**config.mk**
```make
export PLATFORM = sky130hd
export DESIGN_NAME = uart_tx_8n1_flat
export DESIGN_NICKNAME = d
export VERILOG_FILES = /design/src/rtl/uart_pkg.sv /design/src/rtl/uart_tx_8n1_if.sv /design/src/rtl/uart_baud_counter.sv /design/src/rtl/uart_tx_8n1.sv /design/src/flat_wrapper.sv
export SDC_FILE = /design/constraint.sdc
export NUM_CORES = 1
export LEC_CHECK = 0
export ABC_AREA = 1
export ABC_CLOCK_PERIOD_IN_PS = 1850
export CORE_MARGIN = 10
export CORE_UTILIZATION = 49
export CTS_BUF_LIST = sky130_fd_sc_hd__clkbuf_16
export DETAILED_ROUTE_END_ITERATION = 12
export PLACE_DENSITY = 0.71
export RECOVER_POWER = 25
export SLEW_MARGIN = 20
export SYNTH_ARGS = -nofsm -noshare
export SYNTH_HDL_FRONTEND = slang
export SYNTH_SLANG_ARGS = --single-unit
```
**constraint.sdc**
```tcl
create_clock -name clk -period 1.85 [get_ports clk]
set_input_delay 0.185 -clock clk [delete_from_list [all_inputs] [get_ports clk]]
set_output_delay 0.185 -clock clk [all_outputs]
set_load 0.05 [all_outputs]
```
**src/rtl/uart_pkg.sv**
```systemverilog
// Shared UART definitions: FSM state encoding, frame constants, bit-period helper.
// Latency: n/a (package only).
// Backpressure: n/a (package only).
package uart_pkg;

    // Frame shape on the wire (the start bit is implicit).
    localparam int DATA_BITS = 8;
    localparam int STOP_BITS = 1;

    typedef enum logic [2:0] {
        ST_IDLE   = 3'd0,
        ST_START  = 3'd1,
        ST_DATA   = 3'd2,
        ST_PARITY = 3'd3,
        ST_STOP   = 3'd4
    } uart_state_t;

    // Bit period in clock cycles, rounded to the nearest integer.
    function automatic int calc_div(input real clk_hz, input real baud);
        return $rtoi(clk_hz / baud + 0.5);
    endfunction

endpackage

```
**src/rtl/uart_tx_8n1_if.sv**
```systemverilog
// Byte handshake between the crypter (master) and the UART transmitter (slave).
// Latency: n/a (wires only).
// Backpressure: master may only expect tx_start to be taken while tx_busy is low.
interface uart_tx_8n1_if;
    import uart_pkg::*;

    logic                 tx_start;
    logic [DATA_BITS-1:0] tx_data;
    logic                 tx_busy;
    logic                 tx_done_tick;

    modport master (
        output tx_start,
        output tx_data,
        input  tx_busy,
        input  tx_done_tick
    );

    modport slave (
        input  tx_start,
        input  tx_data,
        output tx_busy,
        output tx_done_tick
    );

endinterface

```
**src/rtl/uart_baud_counter.sv**
```systemverilog
// Bit-period timer: counts 0..DIV-1 and flags the last cycle of each bit.
// Latency: bit_end is high in the DIV-th cycle after the last clear.
// Backpressure: none; clear restarts the period immediately.
module uart_baud_counter #(
    parameter int DIV = 868
) (
    input  logic clk,
    input  logic rst,
    input  logic clear,
    output logic bit_end
);

    localparam int CW = (DIV > 1) ? $clog2(DIV) : 1;
    localparam logic [CW-1:0] LAST = CW'(DIV - 1);

    logic [CW-1:0] count;

    // Free-running period counter, restarted on clear or wrap.
    always_ff @(posedge clk) begin
        if (rst || clear || bit_end) begin
            count <= '0;
        end else begin
            count <= count + CW'(1);
        end
    end

    assign bit_end = (count == LAST);

endmodule

```
**src/rtl/uart_tx_8n1.sv**
```systemverilog
// UART transmitter: one byte per accepted tx_start, sent as start + 8 data (LSB first) + stop.
// Latency: start bit on the line from the accepting edge; frame = 10*DIV cycles (11*DIV with UART_TX_PARITY_EN).
// Backpressure: tx_start is ignored while tx_busy is high; no queueing. UART_TX_PARITY_EN adds an even-parity bit.
module uart_tx_8n1
    import uart_pkg::*;
#(
    parameter real CLOCK_FREQUENCY_HZ = 100000000.0,
    parameter real BAUD_RATE          = 115200.0
) (
    input  logic          clk,
    input  logic          rst,
    uart_tx_8n1_if.slave  tx_if,
    output logic          tx_stream
);

    localparam int DIV       = calc_div(CLOCK_FREQUENCY_HZ, BAUD_RATE);
    localparam int BIT_CNT_W = $clog2(DATA_BITS);
    localparam logic [BIT_CNT_W-1:0] LAST_BIT = BIT_CNT_W'(DATA_BITS - 1);

    // A bit period shorter than two cycles cannot be timed by the baud counter.
    if (DIV < 2) begin : g_bad_div
        $error("uart_tx_8n1: bit period DIV=%0d clock cycles, must be >= 2", DIV);
    end

    // The FSM has a single STOP state, so only one stop bit is supported.
    if (STOP_BITS != 1) begin : g_bad_stop
        $error("uart_tx_8n1: only one stop bit is supported");
    end

    uart_state_t           state;
    uart_state_t           state_nxt;
    logic [DATA_BITS-1:0]  shift_q;
    logic [DATA_BITS-1:0]  shift_nxt;
    logic [BIT_CNT_W-1:0]  bit_cnt;
    logic [BIT_CNT_W-1:0]  bit_cnt_nxt;
    logic                  bit_end;
    logic                  baud_clear;
    logic                  stream_nxt;
    logic                  busy_nxt;
    logic                  done_nxt;
    logic                  busy_q;
    logic                  done_q;
`ifdef UART_TX_PARITY_EN
    logic                  parity_q;
`endif

    // Keep the period timer parked while idle and restart it on every state change.
    assign baud_clear = (state == ST_IDLE) || (state_nxt != state);

    uart_baud_counter #(
        .DIV (DIV)
    ) u_baud (
        .clk     (clk),
        .rst     (rst),
        .clear   (baud_clear),
        .bit_end (bit_end)
    );

    // State, datapath and registered outputs.
    always_ff @(posedge clk) begin
        if (rst) begin
            state     <= ST_IDLE;
            shift_q   <= '0;
            bit_cnt   <= '0;
            tx_stream <= 1'b1;
            busy_q    <= 1'b0;
            done_q    <= 1'b0;
        end else begin
            state     <= state_nxt;
            shift_q   <= shift_nxt;
            bit_cnt   <= bit_cnt_nxt;
            tx_stream <= stream_nxt;
            busy_q    <= busy_nxt;
            done_q    <= done_nxt;
        end
    end

`ifdef UART_TX_PARITY_EN
    // Even parity of the byte, captured with it since the shift register is consumed.
    always_ff @(posedge clk) begin
        if (rst) begin
            parity_q <= 1'b0;
        end else if (state == ST_IDLE && tx_if.tx_start) begin
            parity_q <= ^tx_if.tx_data;
        end
    end
`endif

    // Next-state: advance one frame slot per bit period, LSB shifted out first.
    always_comb begin
        state_nxt   = state;
        shift_nxt   = shift_q;
        bit_cnt_nxt = bit_cnt;
        case (state)
            ST_IDLE: begin
                if (tx_if.tx_start) begin
                    state_nxt = ST_START;
                    shift_nxt = tx_if.tx_data;
                end
            end
            ST_START: begin
                if (bit_end) begin
                    state_nxt   = ST_DATA;
                    bit_cnt_nxt = '0;
                end
            end
            ST_DATA: begin
                if (bit_end) begin
                    if (bit_cnt == LAST_BIT) begin
`ifdef UART_TX_PARITY_EN
                        state_nxt = ST_PARITY;
`else
                        state_nxt = ST_STOP;
`endif
                        bit_cnt_nxt = '0;
                    end else begin
                        bit_cnt_nxt = bit_cnt + BIT_CNT_W'(1);
                        shift_nxt   = shift_q >> 1;
                    end
                end
            end
`ifdef UART_TX_PARITY_EN
            ST_PARITY: begin
                if (bit_end) begin
                    state_nxt = ST_STOP;
                end
            end
`endif
            ST_STOP: begin
                if (bit_end) begin
                    state_nxt = ST_IDLE;
                end
            end
            default: begin
                state_nxt = ST_IDLE;
            end
        endcase
    end

    // Output decode from the upcoming state so the line changes on the same edge as the state.
    always_comb begin
        stream_nxt = 1'b1;
        busy_nxt   = 1'b1;
        done_nxt   = 1'b0;
        case (state_nxt)
            ST_IDLE: begin
                busy_nxt = 1'b0;
                done_nxt = (state == ST_STOP);
            end
            ST_START: begin
                stream_nxt = 1'b0;
            end
            ST_DATA: begin
                stream_nxt = shift_nxt[0];
            end
`ifdef UART_TX_PARITY_EN
            ST_PARITY: begin
                stream_nxt = parity_q;
            end
`endif
            ST_STOP: begin
                stream_nxt = 1'b1;
            end
            default: begin
                stream_nxt = 1'b1;
                busy_nxt   = 1'b0;
            end
        endcase
    end

    assign tx_if.tx_busy      = busy_q;
    assign tx_if.tx_done_tick = done_q;

endmodule

```
**src/flat_wrapper.sv**
```systemverilog
// flat-port wrapper written by rule: the top's interface ports become plain ports
module uart_tx_8n1_flat import uart_pkg::*;
#(
    parameter real CLOCK_FREQUENCY_HZ = 100000000.0,
    parameter real BAUD_RATE          = 115200.0
)
  (clk, rst, tx_stream, tx_if_tx_start, tx_if_tx_data, tx_if_tx_busy, tx_if_tx_done_tick);
  uart_tx_8n1_if tx_if_i ();
  input  logic clk;
  input  logic rst;
  output logic tx_stream;
  input wire logic [$bits(tx_if_i.tx_start)-1:0] tx_if_tx_start;
  input wire logic [$bits(tx_if_i.tx_data)-1:0] tx_if_tx_data;
  output wire logic [$bits(tx_if_i.tx_busy)-1:0] tx_if_tx_busy;
  output wire logic [$bits(tx_if_i.tx_done_tick)-1:0] tx_if_tx_done_tick;
  assign tx_if_i.tx_start = tx_if_tx_start;
  assign tx_if_i.tx_data = tx_if_tx_data;
  assign tx_if_tx_busy = tx_if_i.tx_busy;
  assign tx_if_tx_done_tick = tx_if_i.tx_done_tick;
  uart_tx_8n1 #(.CLOCK_FREQUENCY_HZ(CLOCK_FREQUENCY_HZ), .BAUD_RATE(BAUD_RATE)) u_core (.clk(clk), .rst(rst), .tx_if(tx_if_i), .tx_stream(tx_stream));
endmodule
```
; ---- After elaboration in Yosys (flattened, before gate mapping)
; Cells that the tools add are included.
; W data, S select, Z words.
[totals]
ff_bits = 27
latchBits = 0
ramBits = 0
romBits = 0
inputBits = 11
out_inout_bits = 3
elab_cells = 51
mem_count = 0
[op_classes]
add_sub_neg = 2
n_mul = 0
div_mod_pow = 0
order_cmp = 0
n_eq_ne = 13
shift = 0
muxes = 16
bitwise_logic = 1
n_reduce_logical = 11
[ops]
columns = op, count
row1 = $mux W3, 8
row2 = $mux W8, 3
row3 = $pmux W8 S2, 1
row4 = $pmux W3 S4, 1
row5 = $add A10 B1 Y10 const B, 1
row6 = $eq A10 B10 Y1 const B, 1
row7 = $eq A3 B3 Y1 const B, 3
row8 = $ne A2 B2 Y1 const B, 4
row9 = $eq A3 B1 Y1 const B, 2
row10 = $eq A3 B2 Y1 const B, 2
row11 = $logic_not A3 Y1, 2
row12 = $pmux W3 S2, 1
row13 = $reduce_and A4 Y1, 1
row14 = $reduce_bool A2 Y1, 2
row15 = $add A3 B1 Y3 const B, 1
row16 = $logic_or A1 B1 Y1, 3
row17 = $ne A3 B3 Y1, 1
row18 = $reduce_and A3 Y1, 1
row19 = $reduce_or A3 Y1, 1
row20 = $pmux W1 S2, 1
row21 = $reduce_or A2 Y1, 1
row22 = $mux W1, 1
row23 = $not A1 Y1, 1

; ---- Logic depth before layout (Yosys ltp)
; Gate-level depths: netlist (run 1).
[depth]
depth_word = 8
mapped_depth = 10
depth_no_buf = 10

; ---- Modules after synthesis
; A second synthesis (run 1) with hierarchy kept.
[unflattened]
cells_unflattened = 194
hier_area_um2 = 1427.6
[modules_own_cells]
columns = module, n_inst, cells_each, area_each_um2, seq_area_each_um2
row1 = uart_tx_8n1, 1, 131, 939.7, 340.3
row2 = uart_baud_counter, 1, 63, 488.0, 200.2

; ---- Worst setup path before layout (run 1)
; OpenSTA, ideal clock, no wires.
[synth_path]
kind = reg-to-reg
from = register u_core.u_baud.count[0]
to = register u_core.bit_cnt[0]
setup_time_ns = 0.119
arrival_time_ns = 1.273
t_required_ns = 1.731
setup_slack_ns = 0.458
path_stages_with_launch = 9
n_path_buf = 0
synth_period_minus_slack_ns = 1.392
cell_sequence = dfxtp_1 ha_1 nand2_1 nor2_2 nand2_4 inv_1 o21ai_0 o21ai_0 a21oi_1
[synth_via]
elab_chain_cells = 3
word_cells_on_any_way = 4
classes_between = eq/ne (3) / reduce/logical (1)
[synth_rtl]
columns = element, line_no
row1 = "start, declared", uart_baud_counter.sv:16  ; logic [CW-1:0] count;
row2 = "start signal, assigned", uart_baud_counter.sv:23  ; count <= count + CW'(1);
row3 = $eq A10 B10 Y1 (*), uart_baud_counter.sv:27  ; assign bit_end = (count == LAST);
row4 = $ne A2 B2 Y1 (no line), n/a
row5 = $reduce_and A3 Y1 (no line) (*), n/a
row6 = "end signal, assigned", uart_tx_8n1.sv:71  ; bit_cnt <= bit_cnt_nxt;
row7 = "end, declared", uart_tx_8n1.sv:34  ; logic [BIT_CNT_W-1:0] bit_cnt;
; Every way passes the cells marked *; elsewhere a longest branch is shown, timed or not.
; A chain may end at the register's enable or synchronous reset.

; ---- Worst setup path in the final report (run 1)
; Same ends and word-level chain as after synthesis.

==> results.sh, run 1 <==
export IMPL_ys_seq_area_frac=0.434
export IMPL_ir_drop_v=0.000615
export IMPL_start_util=0.508
export IMPL_drtIter0Drc=84
export IMPL_htreeDepth=1
export IMPL_syn2layout_area_growth_pct=19.2
export IMPL_maxSlewHeadroom=0.665
export IMPL_layout_common_cells="nand2_1 (34), dfxtp_1 (27), inv_1 (19)"
export IMPL_avgSynthCellArea_um2=7.69
export IMPL_finish_utilization=0.605
export IMPL_cts_buffers=3
export IMPL_routedWlPerCell_um=11.4
export IMPL_crit_path_top_delay_cell="dfxtp_1"
export IMPL_syn_nets=176
export IMPL_timing_final_crit_period_ns=1.62
export IMPL_antenna_found_initial=0
export IMPL_postCtsSetupRepairBufs=0
export IMPL_cts_tree="done"
export IMPL_fin_ws_ns=0.228
export IMPL_syn_area_um2=1250
export IMPL_drt_wl_total_mm=2.39
export IMPL_cts_hold_buf=0
export IMPL_cp_start_kind="flip-flop"
export IMPL_ys_types=25
export IMPL_finalPower_mw=1.20
export IMPL_ant_nets=0
export IMPL_cp_cell_sequence="ha_1 > nand2_1 > nor2_2 > nand2_4 > inv_1 > o21ai_0 > o21ai_0 > a21oi_1"
export IMPL_dp_slack_ns=0.266
export IMPL_synth_cells=162
export IMPL_clk_latency_ns=0.26
export IMPL_holdWs_ns=0.446
export IMPL_viasPerCell=5.06
export IMPL_die_area_um2=4960
export IMPL_yosys_warnings=0
export IMPL_core_um2=2450
export IMPL_rsz0062_at_grt="no"
export IMPL_p_leak_nw=0.607
export IMPL_gr_total_overflow=0
export IMPL_power_density_nw_per_um2=806
export IMPL_cp_max_fo=5
export IMPL_min_period_over_period=0.877
export IMPL_drive_gt1_frac=0.106
export IMPL_nets=194
export IMPL_ys_ff_latch=27
export IMPL_status="finished clean"
export IMPL_gp_congestion=0.783
export IMPL_cp_arrival_ns=1.77
export IMPL_skew_ns=0.00248
export IMPL_die_h_um=70.4
export IMPL_cts_clk_slew_worst_paths_ns=0.06
export IMPL_tightest_slew_ns=0.500
export IMPL_hp_class="flip-flop to flip-flop"
export IMPL_crit_top_cell="o21ai_0"
export IMPL_numPortBuffers=13
export IMPL_grt_pass1_wl_mm=4.27
export IMPL_drc=0
export IMPL_pin_count=14
export IMPL_grt_max_degree=15
export IMPL_rows=18
export IMPL_firstDrtPassIters=4
export IMPL_track_usage=0.0998
export IMPL_critical_path_class="flip-flop to flip-flop"
export IMPL_via_count=1058
export IMPL_slew_viol_final=0
export IMPL_cts_buffer_depth=2
export IMPL_grt_pass1_vias=1011
export IMPL_dieWidth_um=70.4
export IMPL_mostFrequentLayoutCell="nand2_1"
export IMPL_fmax_mhz=617
export IMPL_dp_hpwl_mm=1.83
export IMPL_clock_sinks=27
export IMPL_fin_tns_setup_ns=0
export IMPL_finalSetupViolations=0
export IMPL_critical_path_max_stage_delay_ns=0.35
export IMPL_end_kind="flip-flop"
export IMPL_antenna_cells=0
export IMPL_root_buffer="clkbuf_16"
export IMPL_crit_required_ns=2.00
export IMPL_hold_viol_final=0
export IMPL_cts_resized_gates=0
export IMPL_cap_violations=0
[report_power, final]
part | leakage (nW) | switching [mW] | internal [mW]
registers | 0.220 | 0.00881 | 0.599
clock network | 0.0423 | 0.187 | 0.289
logic | 0.345 | 0.0631 | 0.0489
[state kept, by name (all words and copies together), names as in the netlist]
register / count
u_core.u_baud.count: 10
u_core.state: 3
u_core.tx_stream: 1
u_core.shift_q: 8
u_core.tx_if.tx_done_tick: 1
u_core.tx_if.tx_busy: 1
u_core.bit_cnt: 3
[per-stage QoR]
stage	std cells	instance area [um2]
floorplan	162	1250
global placement	205	1420
detailed placement	205	1420
CTS	209	1500
global route	209	1490
finish	209	1490
[logic make-up after synthesis]
group | after synthesis | share of synthesized area
xor+xnor | 7 | 0.0492
simple gates | 82 | 0.322
flops | 27 | 0.434
fa+ha+maj | 3 | 0.0301
buf+inv | 23 | 0.0693
compound gates | 20 | 0.0954
[cell type report]
cell class	instances	area [um2]
fillers	224	970
repair buffers	14	138
clock buffers	3	75.1
inverters	22	82.6
well taps	30	37.5
clock inverters	1	3.75
flip-flops and latches	27	541
multi-input cells	112	608
[synth_stat cells, drive strengths merged]
cell type	number	share of area
nor3	1	0.0040
a31oi	2	0.010
inv	22	0.066
nand3	17	0.090
a21oi	9	0.036
clkbuf	1	0.0030
o21ai	4	0.019
dfxtp	27	0.43
ha	3	0.030
xor2	4	0.028
nand3b	1	0.0060
nand4	3	0.015
nand2	37	0.12
a22oi	5	0.030
xnor2	3	0.021
nor2	23	0.083
[final timing paths]
path / start / to / slack [ns] / cells after the start
setup reg to reg: u_core.u_baud.count[0]$_SDFF_PP0_ / u_core.bit_cnt[0]$_SDFFE_PP0P_ / 0.23 / 8
hold reg to reg: u_core.u_baud.count[0]$_SDFF_PP0_ / u_core.u_baud.count[0]$_SDFF_PP0_ / 0.45 / 1
hold / removal: u_core.u_baud.count[0]$_SDFF_PP0_ / u_core.u_baud.count[0]$_SDFF_PP0_ / 0.45 / 1
setup / recovery: u_core.u_baud.count[0]$_SDFF_PP0_ / u_core.bit_cnt[0]$_SDFFE_PP0P_ / 0.23 / 8
[critical path, delay by kind of cell (launching register included)]
family | cells | cell delay (ns)
compound gates | 3 | 0.42
simple gates | 3 | 0.40
flops | 1 | 0.35
buf+inv | 1 | 0.13
fa+ha+maj | 1 | 0.21
[routing by layer]
layer	up-vias	wire length [um]	track usage
li1	556	-	-
met5	-	0	0
met3	4	52	0.0268
met1	488	1190	0.122
met4	0	44	0.0395
met2	10	1100	0.160
Power figures use the tool's default switching activity.
==> run 2, diff against run 1 <==
GPL_ROUTABILITY_DRIVEN = 0   (was default)
==> results of run 2 <==
Final layout, timing and power as in run 1 (identical DEF).
==> run 3, diff against run 2 <==
CORE_UTILIZATION = 35   (was 49)
PLACE_DENSITY = default   (was 0.71)
==> run 3 against run 2 <==
Effect of this change:
- global-route usage fell by 1.6 points
- die area up 28%
- wire length increased by 2.5%
- first-iteration DRC count is 77% lower
- worst setup slack got worse by 0.0024 ns
- count of clock-buffer cells in the layout unchanged
- register-to-register slack hardly changed
- final cell count grew 7.7%
- critical path depth did not move
- critical endpoint is now u_core.shift_q[7]$_SDFFE_PP0P_
- largest cell class unchanged
==> results.sh, run 3 (synthesis results as in run 1) <==
export IMPL_via_count=1049
export IMPL_clk_latency_ns=0.26
export IMPL_r2r_start="u_core.u_baud.count[0]$_SDFF_PP0_"
export IMPL_p_leak_nw=0.606
export IMPL_grt_pass1_vias=1048
export IMPL_hp_class="flip-flop to flip-flop"
export IMPL_cts_tree="done"
export IMPL_finalSetupViolations=0
export IMPL_routedWlPerCell_um=10.9
export IMPL_firstDrtPassIters=4
export IMPL_grt_pass1_wl_mm=4.37
export IMPL_fmax_mhz=616
export IMPL_nFillCells=336
export IMPL_min_path_cells=2
export IMPL_holdPathEnd="u_core.shift_q[1]$_SDFFE_PP0P_"
export IMPL_clock_sinks=27
export IMPL_core_um2=3390
export IMPL_reg_top3="u_core.u_baud.count x10, u_core.shift_q x8"
export IMPL_fin_tns_setup_ns=0
export IMPL_hp_start="u_core.shift_q[1]$_SDFFE_PP0P_"
export IMPL_drtIter0Drc=19
export IMPL_postCtsSetupRepairBufs=0
export IMPL_timing_final_crit_period_ns=1.62
export IMPL_drc=0
export IMPL_numPortBuffers=13
export IMPL_cp_start_kind="flip-flop"
export IMPL_finalPower_mw=1.21
export IMPL_mostFrequentLayoutCell="nand2_1"
export IMPL_track_usage=0.0834
export IMPL_critical_path_class="flip-flop to flip-flop"
export IMPL_skew_ns=0.00313
export IMPL_cts_buffers=3
export IMPL_reg2reg_to="u_core.shift_q[7]$_SDFFE_PP0P_"
export IMPL_rsz0062_at_grt="no"
export IMPL_grt_max_degree=16
export IMPL_register_area_um2=541
export IMPL_antenna_cells=0
export IMPL_power_density_nw_per_um2=803
export IMPL_layout_common_cells="nand2_1 (34), dfxtp_1 (27), inv_1 (18), nor2_1 (18)"
export IMPL_largest_reg_flops=10
export IMPL_cts_hold_buf=0
export IMPL_nets=194
export IMPL_hold_viol_final=0
export IMPL_tightest_slew_ns=0.503
export IMPL_end_kind="flip-flop"
export IMPL_maxSlewHeadroom=0.662
export IMPL_cts_resized_gates=0
export IMPL_multi_input_area_um2=613
export IMPL_drt_wl_total_mm=2.44
export IMPL_rows=21
export IMPL_crit_required_ns=2.01
export IMPL_gr_total_overflow=0
export IMPL_top_register="u_core.u_baud.count"
export IMPL_root_buffer="clkbuf_16"
export IMPL_slew_viol_final=0
export IMPL_min_period_over_period=0.878
export IMPL_cp_max_fo=7
export IMPL_pin_count=14
export IMPL_ant_nets=0
export IMPL_ff2ff_path_depth=8
export IMPL_ir_drop_v=0.000375
export IMPL_cts_buffer_depth=2
export IMPL_status="finished clean"
export IMPL_dp_hpwl_mm=1.92
export IMPL_die_area_um2=6350
export IMPL_antenna_found_initial=0
export IMPL_viasPerCell=4.66
export IMPL_cp_arrival_ns=1.78
export IMPL_start_util=0.368
export IMPL_die_h_um=79.7
export IMPL_syn2layout_area_growth_pct=21.3
export IMPL_drive_gt1_frac=0.117
export IMPL_htreeDepth=1
export IMPL_cap_violations=0
export IMPL_cts_clk_slew_worst_paths_ns=0.07
export IMPL_dieWidth_um=79.7
export IMPL_rrSetupSlack_ns=0.23
## run 3: cell count changes in the layout (fill, tap and decap cells not counted), sizes merged
cell / delta
inv: -1
clkinv: +1
## run 3: layer usage
metal / share of wire / wire length, um / vias to the layer above / GRT usage
met5: 0 / 0 / - / 0
met4: 0.019 / 46 / 0 / 0.0430
met3: 0.025 / 61 / 5 / 0.0180
met2: 0.49 / 1200 / 9 / 0.150
met1: 0.46 / 1130 / 478 / 0.0890
li1: - / - / 557 / -
## run 3: where the power goes
group          internal [mW]  leakage [nW]  switching (mW)
Combinational         0.0490         0.345          0.0650
Sequential             0.599         0.220         0.00858
Clock                  0.292        0.0409           0.201
## run 3: area by class of cell
| cell class | instances | area share |
|---|---|---|
| sequential | 27 | 0.358 |
| timing repair buffer | 14 | 0.0911 |
| multi-input combinational | 112 | 0.406 |
| inverter | 22 | 0.0546 |
| tap | 46 | 0.0381 |
| clock buffer | 3 | 0.0497 |
| clock inverter | 1 | 0.00331 |
## run 3: critical path, stage by stage, from the launching register on
cell	delay (ns)
dfxtp_1	0.36
ha_1	0.22
nand2_1	0.08
nor2_2	0.17
nand2_4	0.10
nand2_1	0.12
o21ai_1	0.20
a22oi_1	0.20
nor2_1	0.06
## run 3: worst max path at each step
stage | startpoint | end | slack (ns) | cells past startpoint
after floorplan | u_core.u_baud.count[0]$_SDFF_PP0_ | u_core.bit_cnt[0]$_SDFFE_PP0P_ | 0.46 | 8
after global placement | u_core.u_baud.count[0]$_SDFF_PP0_ | u_core.bit_cnt[0]$_SDFFE_PP0P_ | 0.34 | 8
after detailed placement | u_core.u_baud.count[0]$_SDFF_PP0_ | u_core.u_baud.count[7]$_SDFF_PP0_ | 0.30 | 9
after CTS | u_core.tx_stream$_SDFF_PP1_ | tx_stream | 0.28 | 1
after global routing | u_core.u_baud.count[0]$_SDFF_PP0_ | u_core.shift_q[7]$_SDFFE_PP0P_ | 0.06 | 8
final | u_core.u_baud.count[0]$_SDFF_PP0_ | u_core.shift_q[7]$_SDFFE_PP0P_ | 0.23 | 8
## run 3: stage by stage
stage / utilization / area (um2) / hold WS (ns) / cells / worst slack, ns
floorplan: - / 1250 / 0.254 / 162 / 0.458
CTS: 0.448 / 1520 / 0.471 / 225 / 0.278
global route: 0.446 / 1510 / 0.486 / 225 / 0.0603
global placement: 0.424 / 1440 / 0.429 / 221 / 0.336
finish: 0.446 / 1510 / 0.468 / 225 / 0.226
detailed placement: 0.424 / 1440 / 0.460 / 221 / 0.301
